### src/rtl/br_predictor.sv
// Dynamic branch predictor: direct-mapped BTB with 2-bit counters and a return-address stack.
// Lookup is combinational on lk_pc; training happens at resolve time from the execute stage.
module br_predictor #(
  parameter int XLEN      = 32,
  parameter int ENTRIES   = 16,
  parameter int RAS_DEPTH = 4
) (
  input  logic            clk,
  input  logic            rst,
  input  logic [XLEN-1:0] lk_pc,
  output logic            pred_taken,
  output logic [XLEN-1:0] pred_target,
  input  logic            upd_valid,
  input  logic [XLEN-1:0] upd_pc,
  input  logic [1:0]      upd_type,
  input  logic            upd_call,
  input  logic            upd_taken,
  input  logic [XLEN-1:0] upd_target,
  input  logic            inv
);

  localparam int IDX_W   = $clog2(ENTRIES);
  localparam int TAG_W   = XLEN - IDX_W - 2;
  localparam bit HAS_RAS = (RAS_DEPTH > 0);

  typedef enum logic [1:0] {
    T_BR  = 2'b00,
    T_JMP = 2'b01,
    T_RET = 2'b10,
    T_RSV = 2'b11
  } br_type_e;

  logic            ent_valid [ENTRIES];
  logic [TAG_W-1:0] ent_tag  [ENTRIES];
  logic [XLEN-3:0] ent_tgt   [ENTRIES];
  br_type_e        ent_type  [ENTRIES];
  logic [1:0]      ent_ctr   [ENTRIES];

  logic [IDX_W-1:0] lk_idx, upd_idx;
  logic [TAG_W-1:0] lk_tag, upd_tag;
  logic             lk_hit, upd_hit;
  logic [XLEN-1:0]  ras_top;
  logic             ras_nonempty;
  logic [XLEN-1:0]  seq_pc;
  logic             unused_bits;

  assign lk_idx  = lk_pc[IDX_W+1:2];
  assign lk_tag  = lk_pc[XLEN-1:IDX_W+2];
  assign upd_idx = upd_pc[IDX_W+1:2];
  assign upd_tag = upd_pc[XLEN-1:IDX_W+2];
  assign lk_hit  = ent_valid[lk_idx] && (ent_tag[lk_idx] == lk_tag);
  assign upd_hit = ent_valid[upd_idx] && (ent_tag[upd_idx] == upd_tag);
  assign seq_pc  = {lk_pc[XLEN-1:2] + (XLEN-2)'(1), 2'b00};
  assign unused_bits = ^{lk_pc[1:0], upd_target[1:0], ras_top[1:0]};

  always_comb begin
    pred_taken  = 1'b0;
    pred_target = seq_pc;
    if (lk_hit) begin
      unique case (ent_type[lk_idx])
        T_BR:    pred_taken = ent_ctr[lk_idx][1];
        T_JMP:   pred_taken = 1'b1;
        T_RET:   pred_taken = ras_nonempty || !HAS_RAS;
        default: pred_taken = 1'b0;
      endcase
    end
    if (pred_taken) begin
      if (ent_type[lk_idx] == T_RET && HAS_RAS)
        pred_target = {ras_top[XLEN-1:2], 2'b00};
      else
        pred_target = {ent_tgt[lk_idx], 2'b00};
    end
  end

  always_ff @(posedge clk or posedge rst) begin
    if (rst) begin
      for (int unsigned i = 0; i < ENTRIES; i++) begin
        ent_valid[i] <= 1'b0;
        ent_tag[i]   <= '0;
        ent_tgt[i]   <= '0;
        ent_type[i]  <= T_BR;
        ent_ctr[i]   <= 2'b01;
      end
    end else if (inv) begin
      for (int unsigned i = 0; i < ENTRIES; i++)
        ent_valid[i] <= 1'b0;
    end else if (upd_valid) begin
      if (upd_hit) begin
        ent_tgt[upd_idx]  <= upd_target[XLEN-1:2];
        ent_type[upd_idx] <= br_type_e'(upd_type);
        if (upd_type == T_BR) begin
          if (upd_taken)
            ent_ctr[upd_idx] <= (ent_ctr[upd_idx] == 2'b11) ? 2'b11 : ent_ctr[upd_idx] + 2'b01;
          else
            ent_ctr[upd_idx] <= (ent_ctr[upd_idx] == 2'b00) ? 2'b00 : ent_ctr[upd_idx] - 2'b01;
        end else begin
          ent_ctr[upd_idx] <= 2'b11;
        end
      end else if (upd_taken) begin
        ent_valid[upd_idx] <= 1'b1;
        ent_tag[upd_idx]   <= upd_tag;
        ent_tgt[upd_idx]   <= upd_target[XLEN-1:2];
        ent_type[upd_idx]  <= br_type_e'(upd_type);
        ent_ctr[upd_idx]   <= (upd_type == T_BR) ? 2'b10 : 2'b11;
      end
    end
  end

  generate
    if (HAS_RAS) begin : g_ras
      localparam int PTR_W = (RAS_DEPTH > 1) ? $clog2(RAS_DEPTH) : 1;
      localparam int CNT_W = $clog2(RAS_DEPTH + 1);

      logic [XLEN-1:0]  ras_mem [RAS_DEPTH];
      logic [PTR_W-1:0] ptr, ptr_nxt, top_slot, ptr_inc, wr_slot;
      logic [CNT_W-1:0] cnt, cnt_nxt;
      logic             do_pop, do_push;

      // ptr is the next free slot; the top of stack lives just below it (circular).
      assign top_slot = (ptr == '0) ? PTR_W'(RAS_DEPTH - 1) : ptr - PTR_W'(1);
      assign ptr_inc  = (ptr == PTR_W'(RAS_DEPTH - 1)) ? '0 : ptr + PTR_W'(1);
      assign do_pop   = upd_valid && (upd_type == T_RET) && (cnt != '0);
      assign do_push  = upd_valid && upd_call;
      // Pop-then-push collapses into an in-place overwrite of the top slot.
      assign wr_slot  = do_pop ? top_slot : ptr;

      always_comb begin
        ptr_nxt = ptr;
        cnt_nxt = cnt;
        if (do_push && !do_pop) begin
          ptr_nxt = ptr_inc;
          cnt_nxt = (cnt == CNT_W'(RAS_DEPTH)) ? cnt : cnt + CNT_W'(1);
        end else if (do_pop && !do_push) begin
          ptr_nxt = top_slot;
          cnt_nxt = cnt - CNT_W'(1);
        end
      end

      always_ff @(posedge clk or posedge rst) begin
        if (rst) begin
          ptr <= '0;
          cnt <= '0;
        end else if (inv) begin
          cnt <= '0;
        end else begin
          ptr <= ptr_nxt;
          cnt <= cnt_nxt;
        end
      end

      always_ff @(posedge clk) begin
        if (do_push && !inv)
          ras_mem[wr_slot] <= upd_pc + XLEN'(4);
      end

      assign ras_top      = ras_mem[top_slot];
      assign ras_nonempty = (cnt != '0);
    end else begin : g_no_ras
      assign ras_top      = '0;
      assign ras_nonempty = 1'b0;
    end
  endgenerate

endmodule

### config.mk
export PLATFORM = sky130hd
export DESIGN_NAME = br_predictor
export DESIGN_NICKNAME = d
export VERILOG_FILES = /design/src/rtl/br_predictor.sv
export SDC_FILE = /design/constraint.sdc
export NUM_CORES = 2
export LEC_CHECK = 0
export ABC_CLOCK_PERIOD_IN_PS = 42500
export CAP_MARGIN = 20
export CORE_MARGIN = 2
export CORE_UTILIZATION = 55
export CTS_CLUSTER_DIAMETER = 100
export DETAILED_ROUTE_END_ITERATION = 7
export PLACE_DENSITY_LB_ADDON = 0.3
export SETUP_SLACK_MARGIN = 0.02
export SKIP_LAST_GASP = 1
export SYNTH_ARGS = -nofsm -noshare
export SYNTH_HDL_FRONTEND = slang
export SYNTH_SLANG_ARGS = --single-unit
### constraint.sdc
create_clock -name clk -period 42.5 [get_ports clk]
set_input_delay 4.25 -clock clk [delete_from_list [all_inputs] [get_ports clk]]
set_output_delay 4.25 -clock clk [all_outputs]
set_load 0.01 [all_outputs]
# [Word-level counts from Yosys, hierarchy flattened]
# Memories as Yosys holds them, arrays and structs flattened.
# Index checks and enable logic that the tools add are counted.
[totals] latch_bits=0 input_bits=104 register_bits=981 romBits=0 mem_bits_rw=128 mem_count=1 out_inout_bits=33 word_cells=205
[mem_list] name="g_ras.ras_mem" depth=4 width=32 rd=1 rd_ports_with_merged_regs=0 write_ports=1 line="114" text="logic [XLEN-1:0] ras_mem [RAS_DEPTH];"
[op_classes] div=0 n_eq_ne=10 order_cmp=3 n_reduce_logical=27 n_bitwise=6 mul=0 mux=68 shift=0 add_sub_neg=8
[op_table] op="$mux W480" n=2
[op_table] op="$bwmux W480" n=1
[op_table] op="$bwmux W416" n=1
[op_table] op="$mux W32" n=8
[op_table] op="$bmux W26 S4" n=2
[op_table] op="$mux W26" n=5
[op_table] op="$bwmux W32" n=4
[op_table] op="$bmux W30 S4" n=1
[op_table] op="$demux W30 S4" n=1
[op_table] op="$demux W26 S4" n=1
[op_table] op="$mux W30" n=3
[op_table] op="$mux W16" n=4
[op_table] op="$eq A26 B26 Y1" n=2
[op_table] op="$add A32 B3 Y32 const B" n=1
[op_table] op="$or A32 B32 Y32" n=1
[op_table] op="$add A30 B1 Y30 const B" n=1
[op_table] op="$mux W2" n=14
[op_table] op="$bmux W2 S4" n=3
[op_table] op="$or A16 B16 Y16" n=1
[op_table] op="$mux W3" n=4
[op_table] op="$ge A5 B5 Y1 const B" n=2
[op_table] op="$not A4 Y5" n=2
[op_table] op="$logic_and A1 B1 Y1" n=9
[op_table] op="$mux W1" n=9
[op_table] op="22 further kinds" n=40

# [Longest topological paths before layout]
[depth] ltp_word=10 mapped_depth=17 mapped_depth_nobuf=9

# [Worst setup path after synthesis]
# OpenSTA, ideal clock, no wires.
[synth_path] path_type="input-to-output" startpoint="input port lk_pc[2]" endpoint="output port pred_target[3]" arrival_ns=7.836 slack_ns=30.414 stages=11 path_cell_list="clkbuf_1 > buf_1 > clkbuf_1 > mux4_2 > mux4_2 > xnor2_1 > nand2_1 > nor4bb_1 > nand4_1 > buf_2 > mux2_2"
[synth_between] elab_chain_len=8 word_cells_on_any_way=26 classes_between="add/sub (1); eq/ne (3); mux (19); bitwise (1); reduce/logical (2)"
[synth_lines] item="start: declaration" line="10" text="input logic [XLEN-1:0] lk_pc,"
[synth_lines] item="$not A4 Y5 (not written as such)"
[synth_lines] item="$bmux W26 S4 / $bmux W2 S4 (equally long branches)" line="51, 60, 68"
[synth_lines] item="$mux W26 (not written as such) / $mux W2 (equally long branches) (2 in series)" line="51, 60, 68"
[synth_lines] item="$eq A26 B26 Y1 (tied with other cells)" line="51" text="assign lk_hit = ent_valid[lk_idx] && (ent_tag[lk_idx] == lk_tag);"
[synth_lines] item="$logic_and A1 B1 Y1 / $pmux W1 S3 (equally long branches)" line="51, 60"
[synth_lines] item="$mux W1" line="59" text="if (lk_hit) begin"
[synth_lines] item="$mux W32 (*)" line="67" text="if (pred_taken) begin"
[synth_lines] item="end: declaration" line="12" text="output logic [XLEN-1:0] pred_target,"
# Every way passes the cells marked *; elsewhere a longest branch is shown, timed or not. The select of a mux whose other input is x is not followed.

# [Worst setup path after layout]
[layout_path] startpoint="input port lk_pc[2]" endpoint="output port pred_target[31]"
# The elaborated chain is that of the path after synthesis.

==> impl_table.tex <==
\begin{tabular}{lr}
\hline
Metric & Value \\
\hline
\multicolumn{2}{l}{\textbf{Timing}} \\
\quad Worst-case clock skew & 0.0703 ns \\
\quad Slew at the pin closest to its max-slew limit & between 1 and 1.5 ns \\
\quad Max-slew headroom & 0.320 \\
\quad Max-slew violation count & 0 \\
\quad Setup repair after global routing missed its margin & false \\
\quad Min cycle time layout & 14.84 ns \\
\quad Fmax achieved & roughly 67 MHz \\
\quad Final sum of negative setup slack & 0 ns \\
\quad Final Hold Fails & 0 \\
\quad \# setup viols final & 0 \\
\quad Post-route clock period utilization & 0.349 \\
\multicolumn{2}{l}{\textbf{CTS}} \\
\quad Gates resized, CTS repair & 0 \\
\quad Post-cts hold buffer count & 0 \\
\quad Maximum clock path buffer count & 3 \\
\quad TritonCTS clock tree & done \\
\quad Clk\_lat worst skew & 0.75 ns \\
\quad Clock slew at the register clock pins of the worst setup and hold paths & 0.07 ns \\
\quad Root buffer cell & sky130\_fd\_sc\_hd\_\_clkbuf\_16 \\
\quad Setup Buffers After CTS & 0 \\
\quad TritonCTS Sinks & roughly 1100 \\
\quad Number of H-tree branching levels & 3 \\
\quad Cts bufs inserted & 112 \\
\multicolumn{2}{l}{\textbf{Route}} \\
\quad Vias after detailed routing & $\sim$35000 \\
\quad Routed len/inst & 30.6 µm \\
\quad DRT Pass-1 Iters & 8 \\
\quad Remaining number of nets flagged by the antenna check after routing & 0 \\
\quad DRC Markers & 2 \\
\quad Via-per-instance ratio & slightly below 7 \\
\quad Wire length reported by the detailed router & roughly 160000 µm \\
\quad Number of DRC markers in iteration 0 & about 4000 \\
\multicolumn{2}{l}{\textbf{Worst setup path}} \\
\quad Crit path max fanout & 55 \\
\quad CP required & approximately 38 ns \\
\quad Type of the worst setup path & in2out \\
\quad CP Launch Type & input port \\
\quad Arrival time of the worst setup path & roughly 11 ns \\
\quad Critical path endpoint category & output port \\
\multicolumn{2}{l}{\textbf{Synth}} \\
\quad Post-synthesis mux area share & 0.362 \\
\quad Most used standard cell by instance count after synthesis & sky130\_fd\_sc\_hd\_\_dfrtp\_1 \\
\quad Largest family of logic cells by synthesized area & multiplexers \\
\quad Biggest area consumer among synthesized cells & sky130\_fd\_sc\_hd\_\_dfrtp\_1 \\
\quad Share of flip-flops with an asynchronous set or reset after synthesis & 0.891 \\
\quad Mapped Cells & 3732 \\
\quad Most used flip-flop cell after synthesis & sky130\_fd\_sc\_hd\_\_dfrtp\_1 \\
\quad Sequential-to-total area share from yosys stat & 0.507 \\
\quad Synth warn & 0 \\
\quad Number of flops mapped to enable cells by yosys & 120 \\
\quad Portion of synthesized cell area occupied by the leading cell type & 0.435 \\
\quad Cells taking the most area after synthesis & sky130\_fd\_sc\_hd\_\_dfrtp\_1, sky130\_fd\_sc\_hd\_\_mux4\_2, sky130\_fd\_sc\_hd\_\_mux2\_2 \\
\quad Cell area after technology mapping & roughly 0.056 mm² \\
\quad XOR/XNOR share of the synthesized area & 0.0161 \\
\quad Synth Area per Inst & roughly 15 µm² \\
\quad Number of storage elements in the synthesis netlist & between 1000 and 1500 \\
\quad Complex-gate fraction of the synthesized area & 0.0514 \\
\quad Most frequent cells after synthesis & sky130\_fd\_sc\_hd\_\_dfrtp\_1, sky130\_fd\_sc\_hd\_\_mux2\_2, sky130\_fd\_sc\_hd\_\_mux4\_2, sky130\_fd\_sc\_hd\_\_o21ai\_0, sky130\_fd\_sc\_hd\_\_clkbuf\_1 \\
\quad Post-synthesis simple-gate area fraction & 0.0278 \\
\quad Unique cell type count in the Yosys netlist & 77 \\
\quad Adder-Cell Fraction of Synth Area & 0.00257 \\
\multicolumn{2}{l}{\textbf{Place}} \\
\quad Detail Placement HPWL & between 90000 and 100000 µm \\
\quad IO buf count & approximately 130 \\
\quad Final estimated routing congestion in global placement & slightly above 0.9 \\
\quad Cells after DPL & 4910 \\
\multicolumn{2}{l}{\textbf{Layout}} \\
\quad Fraction of final layout cells sized beyond drive strength 1 & 0.396 \\
\quad Area growth syn-to-layout & 11.2\% \\
\quad Final Net Count & roughly 3800 \\
\quad Count of fill cells added during filler insertion & around 7400 \\
\quad Total area of sequential cells & between 0.02 and 0.03 mm² \\
\quad Non-filler cells in the finished layout & 5129 \\
\quad Area of combinational cells with multiple inputs & about 0.026 mm² \\
\multicolumn{2}{l}{\textbf{Die}} \\
\quad Num rows & approximately 120 \\
\quad Number of top-level pins & about 140 \\
\quad Area of the placeable core & about 0.1 mm² \\
\quad Vertical die dimension & 322 µm \\
\quad Die Outline Area & 0.104 mm² \\
\quad Effective utilization at floorplan & 0.555 \\
\quad Die boundary width & between 300 and 400 µm \\
\multicolumn{2}{l}{\textbf{Pwr}} \\
\quad Power Dens Cells & around 46 mW/mm² \\
\quad Worst IR drop on VDD & between 30 and 40 µV \\
\quad Total leakage power & between 20 and 30 nW \\
\multicolumn{2}{l}{\textbf{Global route}} \\
\quad Maximum number of pins on one net before global-route repair & 188 \\
\quad Met2 capacity usage during global routing & 0.467 \\
\quad Overall global routing resource usage & 0.309 \\
\quad Met3 track utilization from global routing & 0.0758 \\
\quad Met1 track demand over resource & 0.426 \\
\quad Remaining global-route overflow & 0 \\
\quad Vias in the first global route & approximately 35000 \\
\quad Initial antenna violation count & 5 \\
\quad Global-route wire length before repair & 236000 µm \\
\quad Highest-utilization routing layer at the global route stage & met2 \\
\multicolumn{2}{l}{\textbf{Run status}} \\
\quad Run status & finished, violations left \\
\quad Violations in the final reports & design-rule violations \\
\multicolumn{2}{l}{\textbf{Worst hold path}} \\
\quad Type of the tightest min-delay check & reg2reg \\
\multicolumn{2}{l}{\textbf{Run}} \\
\quad Maximum capacitance violations & 0 \\
\hline
\end{tabular}
## worst max-delay path, cell delays in order
cell	delay, ns
sky130_fd_sc_hd__buf_8	0.47
sky130_fd_sc_hd__buf_4	0.73
sky130_fd_sc_hd__buf_4	0.73
sky130_fd_sc_hd__buf_4	0.70
sky130_fd_sc_hd__mux4_2	0.61
sky130_fd_sc_hd__mux4_2	0.56
sky130_fd_sc_hd__xnor2_1	0.27
sky130_fd_sc_hd__nand2_1	0.08
sky130_fd_sc_hd__or3b_2	0.47
sky130_fd_sc_hd__nor3_1	0.17
sky130_fd_sc_hd__nand4_1	0.20
sky130_fd_sc_hd__buf_4	0.29
sky130_fd_sc_hd__mux2i_1	0.26
sky130_fd_sc_hd__clkdlybuf4s50_1	0.58
## cell usage in the layout (no fill, tap or decap), drive strengths merged, types with 11 or more instances in the layout
master / count
bufinv: 16
a21boi: 12
mux2i: 162
nand3: 58
nand4: 13
a32o: 24
nor3: 25
dfrtp: 965
o21ai: 260
buf: 110
dfstp: 16
mux4: 408
a22o: 11
nor2: 52
nand2: 76
xor2: 28
clkbuf: 162
a22oi: 19
a21o: 20
and2: 17
mux2: 824
xnor2: 74
a21oi: 22
inv: 38
and3: 16
clkinv: 32
clkdlybuf4s50: 122
edfxtp: 120
## metrics by stage
stage / cell area, µm² / hold slack [ns] / worst slack (ns) / utilization / total power, mW
floorplan: 55600 / 0.438 / 10.68 / - / 1.63
global placement: 57700 / 0.454 / 27.61 / 0.576 / 1.76
detailed placement: 57700 / 0.464 / 27.59 / 0.576 / 1.78
CTS: 61700 / 0.471 / 27.58 / 0.616 / 2.84
global route: 61800 / 0.485 / 27.15 / 0.617 / 2.94
finish: 61800 / 0.472 / 27.66 / 0.617 / 2.83
## power breakdown
group          switching [mW]  internal (mW)
combinational           0.236          0.259
clock                   0.435          0.630
sequential             0.0755           1.20
## final timing paths
path	slack [ns]	from	cells after the start	endpoint
max	27.66	lk_pc[2]	14	pred_target[31]
min	0.47	ent_ctr[24]	2	ent_ctr[24]
max reg2reg	37.35	ent_tag[6]	11	ent_tag[193]
min reg2reg	0.47	ent_ctr[24]	2	ent_ctr[24]
max in group asynchronous	35.17	rst	5	ent_tgt[137]
min in group asynchronous	4.13	rst	2	ent_tag[266]
## per-layer routing
metal / up-vias / wire length (µm)
li1: 14200 / -
met1: 18400 / 62700
met2: 1687 / 72200
met3: 467 / 14600
met4: 2 / 7720
met5: - / 11
## layout make-up
class / instances / share of cell area
sequential: 1101 / 0.456
clock buffer: 162 / 0.0525
antenna: 3 / 0.000122
multi-input combinational: 2244 / 0.415
clock inverter: 51 / 0.0129
tap: 1298 / 0.0263
inverter: 38 / 0.00251
timing repair buffer: 232 / 0.0346
## logic make-up after synthesis
kind of cell / after synthesis
buffers and inverters: 388
XOR/XNOR: 102
adder cells (fa/ha/maj): 11
AND/OR/NAND/NOR: 296
multiplexers: 1394
flip-flops: 1101
AO/OA/AOI/OAI: 439
other: 1
## registers in the layout, indices dropped and copies added (netlist names)
name / count
ent_tgt: 480
ent_tag: 416
g_ras.ras_mem: 120
ent_ctr: 32
ent_type: 32
ent_valid: 16
g_ras.cnt: 3
g_ras.ptr: 2
Power figures use the tool's default switching activity.
